$ cat src/rtl/msrh_fpu_pkg.sv
// -----------------------------------------------------------------------------
// msrh_fpu_pkg
//   Shared types for the FP completion queue.
//   - cmpl_state_t : lifecycle of a queue entry (FREE -> ISSUED -> DONE -> FREE)
//   - cmpl_entry_t : per-entry bookkeeping plus the captured, formatted result
//   - NAN_BOX_HI   : upper word used to NaN-box single-precision FP results
// -----------------------------------------------------------------------------
package msrh_fpu_pkg;

  // Storage widths of the entry payload. They match the queue's default
  // TAG_W / XLEN, so every stored bit is read at the default configuration.
  // A narrower TAG_W or XLEN zero-extends into these fields.
  localparam int unsigned CMPL_TAG_W = 7;
  localparam int unsigned XLEN_MAX   = 64;

  localparam logic [31:0] NAN_BOX_HI = 32'hFFFF_FFFF;

  // FREE must stay at encoding 0 so a cleared entry reads as free.
  typedef enum logic [1:0] {
    CMPL_FREE   = 2'd0,
    CMPL_ISSUED = 2'd1,
    CMPL_DONE   = 2'd2
  } cmpl_state_t;

  typedef struct packed {
    cmpl_state_t           state;
    logic                  kill;     // flushed: consume the result, never write it back
    logic [CMPL_TAG_W-1:0] tag;
    logic                  size_dw;  // 1 = double, 0 = single
    logic                  fp_dst;   // 1 = FP register, 0 = integer register
    logic [XLEN_MAX-1:0]   result;   // already formatted for the destination
    logic [4:0]            fflags;
  } cmpl_entry_t;

endpackage

$ cat src/rtl/msrh_fpu_result_fmt.sv
// -----------------------------------------------------------------------------
// msrh_fpu_result_fmt
//   Combinational result formatter applied when a wrapper result is captured.
//   XLEN=64:
//     size_dw=1              -> result passed through
//     size_dw=0, fp_dst=1    -> NaN-boxed single  {FFFF_FFFF, r[31:0]}
//     size_dw=0, fp_dst=0    -> sign-extended word {{32{r[31]}}, r[31:0]}
//   XLEN=32: result passed through.
// Ports:
//   i_result  [XLEN] raw wrapper result
//   i_size_dw        operation precision
//   i_fp_dst         destination register class
//   o_result  [XLEN] formatted result
// -----------------------------------------------------------------------------
module msrh_fpu_result_fmt
  import msrh_fpu_pkg::*;
#(
  parameter int unsigned XLEN = 64
) (
  input  logic [XLEN-1:0] i_result,
  input  logic            i_size_dw,
  input  logic            i_fp_dst,
  output logic [XLEN-1:0] o_result
);

  if (XLEN == 64) begin : g_xlen64
    always_comb begin
      if (i_size_dw) begin
        o_result = i_result;
      end else if (i_fp_dst) begin
        o_result = {NAN_BOX_HI, i_result[31:0]};
      end else begin
        o_result = {{32{i_result[31]}}, i_result[31:0]};
      end
    end
  end else begin : g_xlen32
    // Nothing to widen on a 32-bit datapath; the class inputs are irrelevant.
    logic unused_fmt_ctrl;
    assign unused_fmt_ctrl = i_size_dw ^ i_fp_dst;
    assign o_result        = i_result;
  end

endmodule

$ cat src/rtl/msrh_fpu_cmpl_queue.sv
// -----------------------------------------------------------------------------
// msrh_fpu_cmpl_queue
//   In-order completion queue around the FP execution wrapper. Issues are
//   admitted when the wrapper is ready and a slot is free; the untagged,
//   in-order wrapper results are paired with the oldest ISSUED entry,
//   formatted, and held until the writeback port accepts them.
//   Three wrap-bit pointers walk the ring:
//     head : next entry to write back   [head, done) are DONE
//     done : oldest ISSUED entry        [done, tail) are ISSUED
//     tail : next free entry
// Ports:
//   i_clk, i_reset                 clock, synchronous active-high reset
//   i_issue_* / o_issue_ready      issue request and handshake
//   o_fpu_valid, i_fpu_ready       request side of the wrapper
//   i_fpu_valid/result/fflags      wrapper result (in order, untagged)
//   o_wb_* / i_wb_ready            writeback request and grant
//   i_flush                        kill every outstanding op
//   o_protocol_err                 sticky: result with no ISSUED entry
// -----------------------------------------------------------------------------
module msrh_fpu_cmpl_queue
  import msrh_fpu_pkg::*;
#(
  parameter int unsigned DEPTH = 4,
  parameter int unsigned TAG_W = 7,
  parameter int unsigned XLEN  = 64
) (
  input  logic             i_clk,
  input  logic             i_reset,
  input  logic             i_issue_valid,
  output logic             o_issue_ready,
  input  logic [TAG_W-1:0] i_issue_tag,
  input  logic             i_issue_size_dw,
  input  logic             i_issue_fp_dst,
  output logic             o_fpu_valid,
  input  logic             i_fpu_ready,
  input  logic             i_fpu_valid,
  input  logic [XLEN-1:0]  i_fpu_result,
  input  logic [4:0]       i_fpu_fflags,
  output logic             o_wb_valid,
  input  logic             i_wb_ready,
  output logic [TAG_W-1:0] o_wb_tag,
  output logic [XLEN-1:0]  o_wb_result,
  output logic [4:0]       o_wb_fflags,
  output logic             o_wb_fp_dst,
  input  logic             i_flush,
  output logic             o_protocol_err
);

  localparam int unsigned IDX_W = $clog2(DEPTH);
  localparam int unsigned PTR_W = IDX_W + 1;

  cmpl_entry_t      entries_q [DEPTH];
  cmpl_entry_t      entries_d [DEPTH];
  logic [PTR_W-1:0] head_q, head_d;
  logic [PTR_W-1:0] done_q, done_d;
  logic [PTR_W-1:0] tail_q, tail_d;
  logic             perr_q, perr_d;

  logic [IDX_W-1:0] head_idx, done_idx, tail_idx;
  logic [PTR_W-1:0] count;
  logic             full;
  logic             has_issued;
  logic             issue_fire;
  logic             cmpl_fire;
  logic             wb_fire;
  logic             silent_free;
  cmpl_entry_t      head_e, done_e;
  logic [XLEN-1:0]  fmt_result;

  assign head_idx = head_q[IDX_W-1:0];
  assign done_idx = done_q[IDX_W-1:0];
  assign tail_idx = tail_q[IDX_W-1:0];
  assign head_e   = entries_q[head_idx];
  assign done_e   = entries_q[done_idx];

  // Occupancy comes from registered pointers only, so a pop in this cycle
  // does not open a slot for an issue in the same cycle.
  assign count      = tail_q - head_q;
  assign full       = (count == PTR_W'(DEPTH));
  assign has_issued = (done_q != tail_q);

  assign o_issue_ready = i_fpu_ready & ~full & ~i_flush & ~i_reset;
  assign issue_fire    = i_issue_valid & o_issue_ready;
  assign o_fpu_valid   = issue_fire;

  assign cmpl_fire = i_fpu_valid & has_issued;

  assign o_wb_valid  = (head_e.state == CMPL_DONE) & ~head_e.kill & ~i_flush & ~i_reset;
  assign wb_fire     = o_wb_valid & i_wb_ready;
  assign silent_free = (head_e.state == CMPL_DONE) & head_e.kill;

  assign o_wb_tag       = i_reset ? '0 : head_e.tag[TAG_W-1:0];
  assign o_wb_result    = i_reset ? '0 : head_e.result[XLEN-1:0];
  assign o_wb_fflags    = i_reset ? '0 : head_e.fflags;
  assign o_wb_fp_dst    = i_reset ? 1'b0 : head_e.fp_dst;
  assign o_protocol_err = perr_q & ~i_reset;

  // Formatting uses the class recorded at issue for the entry being completed.
  msrh_fpu_result_fmt #(
    .XLEN (XLEN)
  ) u_result_fmt (
    .i_result  (i_fpu_result),
    .i_size_dw (done_e.size_dw),
    .i_fp_dst  (done_e.fp_dst),
    .o_result  (fmt_result)
  );

  always_comb begin
    // NOTE: every _d starts from its _q, so no branch leaves a signal
    // unassigned and no latch is inferred.
    entries_d = entries_q;
    head_d    = head_q;
    done_d    = done_q;
    tail_d    = tail_q;
    perr_d    = perr_q | (i_fpu_valid & ~has_issued);

    // Writeback side: a flush drops every DONE entry at once and marks the
    // in-flight ones; otherwise the head retires (granted or killed).
    if (i_flush) begin
      head_d = done_q;
      for (int i = 0; i < int'(DEPTH); i++) begin
        if (entries_q[i].state == CMPL_DONE) begin
          entries_d[i].state = CMPL_FREE;
        end else if (entries_q[i].state == CMPL_ISSUED) begin
          entries_d[i].kill = 1'b1;
        end
      end
    end else if (wb_fire || silent_free) begin
      entries_d[head_idx].state = CMPL_FREE;
      head_d                    = head_q + 1'b1;
    end

    // Completion keeps the kill bit, so a result landing in the flush cycle
    // is captured and later freed silently.
    if (cmpl_fire) begin
      entries_d[done_idx].state             = CMPL_DONE;
      entries_d[done_idx].result            = '0;
      entries_d[done_idx].result[XLEN-1:0]  = fmt_result;
      entries_d[done_idx].fflags            = i_fpu_fflags;
      done_d                                = done_q + 1'b1;
    end

    if (issue_fire) begin
      entries_d[tail_idx].state   = CMPL_ISSUED;
      entries_d[tail_idx].kill    = 1'b0;
      entries_d[tail_idx].tag     = CMPL_TAG_W'(i_issue_tag);
      entries_d[tail_idx].size_dw = i_issue_size_dw;
      entries_d[tail_idx].fp_dst  = i_issue_fp_dst;
      entries_d[tail_idx].result  = '0;
      entries_d[tail_idx].fflags  = '0;
      tail_d                      = tail_q + 1'b1;
    end
  end

  // NOTE: sequential state uses non-blocking assignments so every flop samples
  // the pre-edge values regardless of statement order.
  always_ff @(posedge i_clk) begin
    if (i_reset) begin
      head_q <= '0;
      done_q <= '0;
      tail_q <= '0;
      perr_q <= 1'b0;
      // NOTE: the entry array is reset because its state field must return to
      // FREE; clearing the payload too keeps the data outputs at zero.
      for (int i = 0; i < int'(DEPTH); i++) begin
        entries_q[i] <= '0;
      end
    end else begin
      head_q    <= head_d;
      done_q    <= done_d;
      tail_q    <= tail_d;
      perr_q    <= perr_d;
      entries_q <= entries_d;
    end
  end

endmodule
$ cat config.mk
export PLATFORM = sky130hd
export DESIGN_NAME = msrh_fpu_cmpl_queue
export DESIGN_NICKNAME = d
export VERILOG_FILES = /design/src/rtl/msrh_fpu_pkg.sv /design/src/rtl/msrh_fpu_result_fmt.sv /design/src/rtl/msrh_fpu_cmpl_queue.sv
export SDC_FILE = /design/constraint.sdc
export NUM_CORES = 1
export LEC_CHECK = 0
export BUFFER_PORTS_ARGS = -buffer_cell sky130_fd_sc_hd__clkbuf_2
export CAP_MARGIN = 40
export CORE_UTILIZATION = 60
export DETAILED_ROUTE_END_ITERATION = 10
export GPL_TIMING_DRIVEN = 0
export PLACE_DENSITY_LB_ADDON = 0.3
export SYNTH_ARGS = -nofsm -noshare
export SYNTH_HDL_FRONTEND = slang
export SYNTH_HIERARCHICAL = 1
export SYNTH_SLANG_ARGS = --single-unit
$ cat constraint.sdc
create_clock -name i_clk -period 7.14 [get_ports i_clk]
set_clock_uncertainty 0.05 [all_clocks]
set_input_delay 2.142 -clock i_clk [delete_from_list [all_inputs] [get_ports i_clk]]
set_output_delay 2.142 -clock i_clk [all_outputs]
set_load 0.05 [all_outputs]
=== Yosys cells after proc, flatten, opt, wreduce, memory -nomap -nowiden ===
Cells that the tools add are included.

* Output and inout port bits: 81
* Register bits: 334
* Input bits: 85

* Equal/unequal tests: 11
* Reduce and logical (&&, ||, !) cells: 5
* Magnitude comparators: 6
* Muxes and demuxes: 71
* $add $sub $neg: 4
* Bitwise operators: 21

{| class="wikitable"
|+ Operators with widths
! cell !! number
|-
| $bwmux 324 || 12
|-
| $demux 81 s2 || 11
|-
| $mux 324 || 3
|-
| $mux 81 || 5
|-
| $mux 78 || 5
|-
| $bmux 81 s2 || 2
|-
| $mux 71 || 3
|-
| $mux 64 || 3
|-
| $mux 69 || 2
|-
| $mux 79 || 1
|-
| $mux 70 || 1
|-
| $mux 3 || 6
|-
| $mux 5 || 3
|-
| $and 1x1->1 || 12
|-
| $eq 2x2->1 const B || 5
|-
| $add 3x1->3 const B || 3
|-
| $ge 3x3->1 const B || 3
|-
| $lt 3x1->1 const B || 3
|-
| $mux 1 || 9
|-
| $not 2->3 || 3
|-
| $eq 2x1->1 const B || 4
|-
| $mux 2 || 4
|-
| $mux 7 || 1
|-
| $not 1->1 || 5
|-
| other kinds (7) || 9
|}

=== Longest topological paths before layout ===
Gate-level depths: netlist of the first run.

* Word-level depth: 25
* Depth in mapped cells: 10
* Mapped depth without buffers: 7

=== By module ===
Netlist of the first run, hierarchy kept.

{| class="wikitable"
|+ Modules (own cells, without submodules)
! module !! area an instance (um^2) !! times used !! cells an instance !! seq. area each (um^2)
|-
| msrh_fpu_cmpl_queue || 14,490.1 || 1 || 1,656 || 6,686.4
|-
| msrh_fpu_result_fmt || 601.8 || 1 || 104 || 0.0
|}

=== Worst setup path after synthesis of the first run ===
OpenSTA, ideal clock, no wires.

* Kind: input to output
* Start: in i_reset
* End: out o_wb_valid
* Required time: 4.948 ns
* Buffers on the path: 2
* Data arrival time: 4.053 ns
* Stages: 3
* Setup slack: 0.895 ns
* Path through: clkbuf_1 -> clkbuf_1 -> nor4_1

* Cells in the longest elaborated chain, start to end: 2

{| class="wikitable"
|+ Ends and longest elaborated chain
! element !! line !! source
|-
| start: declaration || msrh_fpu_cmpl_queue.sv:28 || <nowiki>input logic i_reset,</nowiki>
|-
| $not 1->1 || msrh_fpu_cmpl_queue.sv:88 || <nowiki>assign o_wb_valid = (head_e.state == CMPL_DONE) & ~head_e.kill & ~i_flush & ~i_reset;</nowiki>
|-
| $and 1x1->1 || msrh_fpu_cmpl_queue.sv:88 ||
|-
| end: declaration || msrh_fpu_cmpl_queue.sv:39 || <nowiki>output logic o_wb_valid,</nowiki>
|}

Every way passes these cells.

=== Worst setup path in the final report of the first run ===
* Start: in i_reset
* End: out o_wb_fflags[4]

* Cells in the longest elaborated chain, start to end: 1

{| class="wikitable"
|+ Ends and longest elaborated chain
! element !! line !! source
|-
| $mux 5 || msrh_fpu_cmpl_queue.sv:94 || <nowiki>assign o_wb_fflags = i_reset ? '0 : head_e.fflags;</nowiki>
|-
| end: declaration || msrh_fpu_cmpl_queue.sv:43 || <nowiki>output logic [4:0] o_wb_fflags,</nowiki>
|}

Every way passes these cells.

==> impl_metrics.env, run 1 <==
export IMPL_antenna_found_initial=1
export IMPL_ys_seq_area_share_pct=44.3
export IMPL_start_util_pct=61.7
export IMPL_synth_edf_count=0
export IMPL_root_buffer="clkbuf_16"
export IMPL_cts_setup_buffers=0
export IMPL_grt_pass1_vias=13084
export IMPL_rrSetupSlack_ns=4.37
export IMPL_dpl_cell_area_mm2=0.0162
export IMPL_rsz0062_at_grt="no"
export IMPL_grt_pass1_wl_mm=66.7
export IMPL_grt_usage_pct=32.7
export IMPL_synth_ff_type="dfxtp_1"
export IMPL_holdBufCountCts=0
export IMPL_final_cells=2278
export IMPL_remaining_drc_errors=0
export IMPL_critPathArrivalTime_ns=4.16
export IMPL_drt_initial_drc_count=1018
export IMPL_ctsResizeCount=0
export IMPL_drive_gt1_share_pct=20.8
export IMPL_fin_area_mm2=0.0174
export IMPL_grt_overflow=0
export IMPL_syn_num_nets=1859
export IMPL_die_area_mm2=0.0258
export IMPL_dp_hpwl_mm=28.6
export IMPL_synth_top_area_cell="dfxtp_1"
export IMPL_async_reset_ff_share_pct=0
export IMPL_post_drt_wl_per_cell_um=18.6
export IMPL_avgSynthCellArea_um2=8.57
export IMPL_cpPeakStageDelay_ns=0.59
export IMPL_synth_adder_area_share_pct=1.16
export IMPL_die_height_um=161
export IMPL_slew_headroom_pct=51.9
export IMPL_clk_insertion_delay_late_ns=0.50
export IMPL_finalWeightedCongestion=0.894
export IMPL_num_rows=57
export IMPL_ir_drop_v=0.000153
export IMPL_ant_nets=0
export IMPL_finalSetupViolations=0
export IMPL_die_w_um=161
export IMPL_p_per_area_mw_per_mm2=237
export IMPL_post_route_util_pct=71.0
export IMPL_yosys_area_share_simple_pct=19.9
export IMPL_syn_to_final_growth_pct=15.0
export IMPL_drv_cap=0
export IMPL_ys_warnings_count=6
export IMPL_synthMuxAreaShare_pct=14.6
export IMPL_wirelength_mm=42.5
export IMPL_yosys_area_top_type_share_pct=44.3
export IMPL_antennaDiodeCount=0
export IMPL_slew_viol_final=0
export IMPL_cts_buffers=36
export IMPL_hp_class="reg2reg"
export IMPL_grt_max_degree=14
export IMPL_cts_sinks=334
export IMPL_yosys_top_cells_count="569 x nand2_1, 334 x dfxtp_1, 299 x a21oi_1"
export IMPL_crit_fanout=10
export IMPL_critical_path_class="in2out"
export IMPL_num_fill_cells=1888
export IMPL_synth_top_family_by_area="simple AND/OR/NAND/NOR gates"
export IMPL_worst_pin_slew_ns=0.721
export IMPL_hold_ws_ns=0.402
export IMPL_period_minus_slack_ns=6.36
export IMPL_clockBufferDepth=3
export IMPL_core_mm2=0.0245
export IMPL_path_clk_slew_ns=0.06
export IMPL_drt_pass1_iter_count=6
export IMPL_crit_chain="clkbuf_2 > clkbuf_1 > inv_1 > clkbuf_1 > and2_1 > clkbuf_2"
export IMPL_ys_seq_elements=334
export IMPL_hold_violations=0
export IMPL_critPathCaptureType="output pin"
export IMPL_cellLeakagePower_nw=6.42
export IMPL_yosysUniqueCellTypes=37
export IMPL_synth_xor_area_share_pct=0.630
export IMPL_cp_start_kind="primary input"
export IMPL_syn_area_mm2=0.0151
export IMPL_io_buffers=134
export IMPL_fin_crit_sh_pct=89.0
export IMPL_synthTopCellsByArea="dfxtp_1 44%, nand2_1 14%, mux4_2 12%, a21oi_1 9.9%, and2_1 3.4%"
export IMPL_nNetsFinal=2031
export IMPL_vias_per_cell=5.78
export IMPL_setup_tns_final_ns=0
export IMPL_status="completed"
export IMPL_critPathSlowestCell="inv_1"
export IMPL_dp_cells=2218
export IMPL_vias=13175
export IMPL_yosys_cell_count_top_type="nand2_1"
export IMPL_max_freq_mhz=157
export IMPL_pin_count=166
export IMPL_h_tree_depth=2
export IMPL_syn_inst=1760
export IMPL_synth_compound_area_share_pct=12.1
export IMPL_crit_required_ns=4.95
export IMPL_cts_tree="built"
final cells by class:
class / count / area, µm² / share of cell area, %
multi-input combinational: 1210 / 7310 / 42.1
sequential: 334 / 6690 / 38.5
clock buffer: 52 / 1100 / 6.35
buffer: 170 / 920 / 5.30
timing repair buffer: 134 / 671 / 3.86
tap: 324 / 405 / 2.34
inverter: 46 / 173 / 0.995
clock inverter: 8 / 90.1 / 0.519
registers in the layout (all words and copies together) (netlist names):
| signal | flops |
|---|---|
| done_q | 3 |
| perr_q | 1 |
| entries_q | 324 |
| tail_q | 3 |
| head_q | 3 |
report_power, final:
group	switching, mW	internal (mW)
Combinational	0.229	0.115
Clock	0.736	1.14
Sequential	0.0134	1.89
cells in the final DEF, fill, tap and decap left out, drive strengths merged:
| master | count |
|---|---|
| a211oi | 4 |
| a21oi | 311 |
| a2bb2oi | 1 |
| a311oi | 4 |
| a31o | 1 |
| a31oi | 11 |
| a41o | 4 |
| a41oi | 1 |
| and2 | 81 |
| and3 | 4 |
| buf | 118 |
| bufinv | 2 |
| clkbuf | 238 |
| clkinv | 6 |
| dfxtp | 334 |
| ha | 14 |
| inv | 46 |
| mux2i | 38 |
| mux4 | 81 |
| nand2 | 569 |
| nand2b | 5 |
| nand3 | 1 |
| nor2 | 53 |
| nor2b | 2 |
| nor3 | 2 |
| nor3b | 2 |
| nor4 | 1 |
| nor4bb | 1 |
| o21ai | 4 |
| o31ai | 1 |
| or2 | 4 |
| xnor2 | 10 |
worst paths after layout:
check,cells past startpoint,start,end
max,6,i_reset,o_wb_fflags[4]
min reg2reg,2,entries_q[269],entries_q[269]
min,2,entries_q[269],entries_q[269]
max reg2reg,9,head_q[1],entries_q[240]
critical path, delay by kind of cell:
family,cells,cell delay [ns]
buf+inv,5,1.73
simple gates,1,0.29
metal layers:
| metal | share of wire, % | global-route usage, % | wire length [µm] |
|---|---|---|---|
| met1 | 38 | 41.2 | 16200 |
| met2 | 49 | 55.7 | 20700 |
| met4 | 3.6 | 14.5 | 1550 |
| met5 | 0 | 0 | 0 |
| met3 | 9.5 | 4.49 | 4030 |
per-stage QoR:
step,power (mW),setup WS (ns)
floorplan,2.17,0.895
global placement,2.27,0.824
detailed placement,2.28,0.849
CTS,4.11,0.865
global route,4.22,0.778
finish,4.12,0.784
cell families after synthesis:
logic type / Yosys count
compound gates: 342
flops: 334
simple gates: 725
buf+inv: 216
fa+ha+maj: 14
mux: 119
xor+xnor: 10
(Power assumes the default switching activity.)
==> run 2: changes to the inputs <==
- CORE_ASPECT_RATIO: default -> 0.6
- SYNTH_HIERARCHICAL: 1 -> default
==> impl_metrics.env, run 2 <==
export IMPL_status="finished, violations left"
export IMPL_violations="design-rule violations"
export IMPL_remaining_drc_errors=44
export IMPL_seqPwrFrac_pct=45.8
export IMPL_holdBufCountCts=0
export IMPL_drt_initial_drc_count=1694
export IMPL_cellLeakagePower_nw=6.01
export IMPL_cts_buffers=30
export IMPL_slew_viol_final=0
export IMPL_hp_class="reg2reg"
export IMPL_grt_pass1_vias=13128
export IMPL_cell_internal_pwr_mw=3.14
export IMPL_rrSetupSlack_ns=4.28
export IMPL_drv_cap=0
export IMPL_vias_per_cell=6.41
export IMPL_clk_insertion_delay_late_ns=0.57
export IMPL_slew_headroom_pct=38.2
export IMPL_yosys_top_cells_count="341 x nand2_1, 334 x dfxtp_1, 194 x a21oi_1"
export IMPL_path_clk_slew_ns=0.07
export IMPL_worstReg2RegEnd="entries_q[249]"
export IMPL_core_mm2=0.0244
export IMPL_synthTopCellsByArea="dfxtp_1 45%, mux4_2 12%, nand2_1 8.5%, a21oi_1 6.5%, a211oi_1 6.2%"
export IMPL_synth_compound_area_share_pct=19.3
export IMPL_nNetsFinal=1934
export IMPL_synth_adder_area_share_pct=1.17
export IMPL_ctsResizeCount=0
export IMPL_die_height_um=125
export IMPL_yosys_cell_count_top_type="nand2_1"
export IMPL_sw_frac_of_total_pct=24.4
export IMPL_start_util_pct=61.6
export IMPL_antenna_found_initial=1
export IMPL_hold_violations=0
export IMPL_largest_register_ffs=324
export IMPL_grt_usage_pct=36.4
export IMPL_crit_required_ns=4.95
export IMPL_io_buffers=164
export IMPL_endpoint="o_wb_result[0]"
export IMPL_vias=13997
export IMPL_worst_pin_slew_ns=0.927
export IMPL_cts_sinks=334
export IMPL_syn_area_mm2=0.0150
export IMPL_fin_crit_sh_pct=95.3
export IMPL_dp_hpwl_mm=32.6
export IMPL_synthMuxAreaShare_pct=12.4
export IMPL_synth_top_area_cell="dfxtp_1"
export IMPL_crit_start="i_reset"
export IMPL_drt_pass1_iter_count=9
export IMPL_finalSetupViolations=0
export IMPL_max_freq_mhz=147
export IMPL_layout_commonest_cell="nand2_1"
export IMPL_cts_tree="built"
export IMPL_die_area_mm2=0.0257
export IMPL_syn_inst=1639
export IMPL_synth_top_family_by_area="compound AO/OA/AOI/OAI gates"
export IMPL_ys_warnings_count=0
export IMPL_ir_drop_v=0.000177
export IMPL_drive_gt1_share_pct=21.5
export IMPL_rsz0062_at_grt="no"
export IMPL_p_comb_share_pct=8.8
export IMPL_h_tree_depth=1
export IMPL_grt_overflow=0
export IMPL_crit_fanout=10
export IMPL_syn_to_final_growth_pct=15.8
export IMPL_post_drt_wl_per_cell_um=21.6
export IMPL_num_rows=44
export IMPL_cts_setup_buffers=0
export IMPL_yosys_area_share_simple_pct=16.9
export IMPL_critical_path_class="in2out"
export IMPL_grt_pass1_wl_mm=72.4
export IMPL_period_minus_slack_ns=6.81
export IMPL_ys_seq_elements=334
export IMPL_layout_common_cells="341 x nand2_1, 334 x dfxtp_1, 194 x a21oi_1"
export IMPL_critPathCaptureType="output pin"
export IMPL_die_w_um=206
export IMPL_clockBufferDepth=3
export IMPL_r2r_start="head_q[1]"
export IMPL_regMostFlops="entries_q"
export IMPL_clkPwrFrac_pct=45.4
export IMPL_syn_num_nets=1738
export IMPL_wirelength_mm=47.2
export IMPL_critPathArrivalTime_ns=4.61
export IMPL_avgSynthCellArea_um2=9.16
export IMPL_pin_count=166
export IMPL_switchingPower_mw=1.02
export IMPL_synth_xor_area_share_pct=0.558
export IMPL_setup_tns_final_ns=0
export IMPL_yosys_area_top_type_share_pct=44.5
export IMPL_p_per_area_mw_per_mm2=239
export IMPL_ant_nets=0
export IMPL_synth_edf_count=0
export IMPL_rr_worst_depth=9
export IMPL_final_cells=2182
export IMPL_cp_start_kind="primary input"
export IMPL_root_buffer="clkbuf_16"
export IMPL_finalWeightedCongestion=0.973
export IMPL_ys_seq_area_share_pct=44.5
export IMPL_grt_max_degree=17
export IMPL_synth_ff_type="dfxtp_1"
export IMPL_yosysUniqueCellTypes=47
export IMPL_dp_cells=2125
export IMPL_async_reset_ff_share_pct=0
run 2: stage by stage:
stage / hold slack (ns) / setup WS (ns) / area [µm²] / util [%] / power [mW]
3_5_place_dp: 0.394 / 0.543 / 16200 / 66.6 / 2.30
4_1_cts: 0.403 / 0.506 / 17400 / 71.3 / 4.14
2_1_floorplan: 0.382 / 0.899 / 15000 / - / 2.17
6_report: 0.404 / 0.334 / 17400 / 71.3 / 4.16
3_3_place_gp: 0.388 / 0.565 / 16200 / 66.6 / 2.29
5_1_grt: 0.421 / 0.350 / 17400 / 71.3 / 4.25
run 2: cell type report:
class | instances | area, µm²
inverter | 14 | 52.6
buffer | 151 | 727
multi-input combinational | 1140 | 7550
timing repair buffer | 164 | 821
sequential | 334 | 6690
fill | 1862 | 7000
clock buffer | 37 | 818
clock inverter | 19 | 333
antenna | 1 | 2.50
tap | 322 | 403
run 2: layer usage:
layer	up-vias	GRT usage [%]	routed length (µm)
li1	6201	-	-
met3	107	8.95	5950
met1	6797	54.7	19900
met4	0	9.30	1150
met5	-	0	0
met2	892	52.1	20200
run 2: power by group through the flow:
stage | Sequential, mW | Clock, mW | Combinational (mW)
4_1_cts | 1.90 | 1.88 | 0.357
6_report | 1.91 | 1.89 | 0.368
3_3_place_gp | 1.95 | 0 | 0.346
3_5_place_dp | 1.95 | 0 | 0.354
5_1_grt | 1.91 | 1.96 | 0.386
2_1_floorplan | 1.94 | 0 | 0.228
run 2: cell families after synthesis:
kind of cell,after synthesis
muxes,84
AOI/OAI and AO/OA,437
adders and majority gates,14
and+or+nand+nor,598
DFF,334
xor gates and xnor gates,7
buffers and inverters,165
run 2: critical path, cell delays in order:
cell and delay [ns]:
clkbuf_1 0.21, clkinv_1 0.29, clkbuf_1 0.74, clkbuf_1 0.68, and2_1 0.26, clkbuf_2 0.28
run 2: how the worst min path moves through the flow:
stage	slack (ns)	to	from	cells after the start
floorplan	0.38	perr_q	perr_q	2
global placement	0.39	entries_q[189]	entries_q[189]	2
detailed placement	0.39	entries_q[89]	entries_q[89]	2
CTS	0.40	entries_q[89]	entries_q[89]	2
global route	0.42	entries_q[279]	entries_q[279]	2
finish	0.40	entries_q[5]	entries_q[5]	2
==> run 3: changes to the inputs <==
- CORE_MARGIN: default -> 2
==> impl_metrics.env, run 3 (synthesis results as in run 2) <==
export IMPL_status="completed"
export IMPL_slew_headroom_pct=35.0
export IMPL_grt_usage_pct=35.5
export IMPL_finalWeightedCongestion=0.998
export IMPL_h_tree_depth=1
export IMPL_cpPeakStageDelay_ns=0.72
export IMPL_antennaDiodeCount=0
export IMPL_wirelength_mm=47.1
export IMPL_rsz0062_at_grt="no"
export IMPL_grt_pass1_vias=13315
export IMPL_critical_path_class="in2out"
export IMPL_hold_depth=2
export IMPL_crit_chain="clkbuf_1 > clkinv_1 > clkbuf_1 > clkbuf_1 > and2_1 > clkbuf_2"
export IMPL_vias_per_cell=6.32
export IMPL_drt_initial_drc_count=1690
export IMPL_layout_commonest_cell="nand2_1"
export IMPL_fin_crit_sh_pct=95.3
export IMPL_grt_overflow=0
export IMPL_path_clk_slew_ns=0.06
export IMPL_hold_violations=0
export IMPL_grt_pass1_wl_mm=73.6
export IMPL_finalSetupViolations=0
export IMPL_remaining_drc_errors=0
export IMPL_antenna_found_initial=0
export IMPL_ant_nets=0
export IMPL_drive_gt1_share_pct=21.2
export IMPL_cts_setup_buffers=0
export IMPL_cp_num_buf_inv=5
export IMPL_hold_end="entries_q[181]"
export IMPL_clk_insertion_delay_late_ns=0.57
export IMPL_dp_hpwl_mm=33.0
export IMPL_p_per_area_mw_per_mm2=229
export IMPL_fin_ws_ns=0.332
export IMPL_num_rows=44
export IMPL_hold_ws_ns=0.400
export IMPL_num_fill_cells=1859
export IMPL_r2r_start="head_q[1]"
export IMPL_setup_tns_final_ns=0
export IMPL_crit_required_ns=4.95
export IMPL_pre_cts_ws_ns=0.460
export IMPL_rrSetupSlack_ns=4.33
export IMPL_seqCellArea_mm2=0.00669
export IMPL_cp_start_kind="primary input"
export IMPL_drt_pass1_iter_count=6
export IMPL_layout_common_cells="341 x nand2_1, 334 x dfxtp_1, 194 x a21oi_1"
export IMPL_io_buffers=164
export IMPL_critPathCaptureType="output pin"
export IMPL_grt_max_degree=15
export IMPL_period_minus_slack_ns=6.81
export IMPL_largest_register_ffs=324
export IMPL_drv_cap=0
export IMPL_ctsResizeCount=0
export IMPL_die_height_um=127
export IMPL_rr_worst_depth=9
export IMPL_regMostFlops="entries_q"
export IMPL_worstReg2RegEnd="entries_q[310]"
export IMPL_critPathSlowestCell="clkbuf_1"
export IMPL_cts_tree="built"
export IMPL_die_w_um=208
export IMPL_slew_viol_final=0
export IMPL_vias=13755
export IMPL_hp_class="reg2reg"
export IMPL_syn_to_final_growth_pct=14.8
export IMPL_critical_path_top_delay_family="buffers and inverters"
export IMPL_ir_drop_v=0.000155
export IMPL_clockBufferDepth=3
export IMPL_post_drt_wl_per_cell_um=21.7
export IMPL_crit_fanout=10
export IMPL_holdBufCountCts=0
export IMPL_cellLeakagePower_nw=5.95
export IMPL_core_mm2=0.0244
export IMPL_nNetsFinal=1934
export IMPL_start_util_pct=61.6
export IMPL_pin_count=166
export IMPL_die_area_mm2=0.0263
export IMPL_root_buffer="clkbuf_16"
export IMPL_cts_sinks=334
export IMPL_max_freq_mhz=147
export IMPL_critPathArrivalTime_ns=4.62
export IMPL_cts_buffers=30
export IMPL_multi_input_area_mm2=0.00755
export IMPL_worst_pin_slew_ns=0.975
export IMPL_worstHoldStart="entries_q[181]"
export IMPL_cp_common_cell="clkbuf_1"
==> run 3: worst register-to-register path, stage by stage (launching register included) <==
cell,delay (ns)
dfxtp_1,0.39
buf_4,0.26
inv_2,0.12
ha_1,0.30
nand2_1,0.17
nor3b_1,0.08
buf_2,0.21
o31ai_4,0.60
buf_2,0.40
a211oi_1,0.10
==> run 3: worst max path at each step <==
stage | startpoint | to | slack [ns] | cells past startpoint
global route | i_reset | o_wb_result[2] | 0.35 | 6
finish | i_reset | o_wb_result[2] | 0.33 | 6
detailed placement | i_reset | o_wb_result[2] | 0.46 | 6
global placement | i_reset | o_wb_result[2] | 0.50 | 6
CTS | i_reset | o_wb_result[2] | 0.46 | 6
floorplan | i_reset | o_wb_valid | 0.90 | 3
==> run 3: layout make-up <==
type                            count  area share [%]
Sequential cell                   334            38.8
Tap cell                          322            2.34
Buffer                            151            4.22
Multi-Input combinational cell   1140            43.8
Inverter                           14           0.305
Clock inverter                      8           0.668
Timing Repair Buffer              164            4.76
Clock buffer                       42            5.09
==> run 3: power breakdown <==
group | switching (mW) | leakage (nW) | internal [mW] | total (mW)
Combinational | 0.253 | 2.76 | 0.114 | 0.366
Sequential | 0.0165 | 2.69 | 1.89 | 1.91
Clock | 0.718 | 0.493 | 0.956 | 1.67
==> run 3: layer usage <==
layer / track usage (%) / vias up / routed length (µm)
met5: 0 / - / 0
met4: 11.0 / 0 / 1320
met3: 9.48 / 99 / 6050
met2: 52.0 / 845 / 20000
met1: 51.3 / 6625 / 19800
li1: - / 6186 / -
==> run 3: metrics by stage <==
step / power [mW] / cells / instance area [µm²] / util, %
CTS: 3.94 / 2175 / 17200 / 70.6
floorplan: 2.17 / 1639 / 15000 / -
finish: 3.95 / 2175 / 17200 / 70.6
global route: 4.04 / 2175 / 17200 / 70.6
global placement: 2.29 / 2125 / 16200 / 66.6
detailed placement: 2.30 / 2125 / 16200 / 66.6
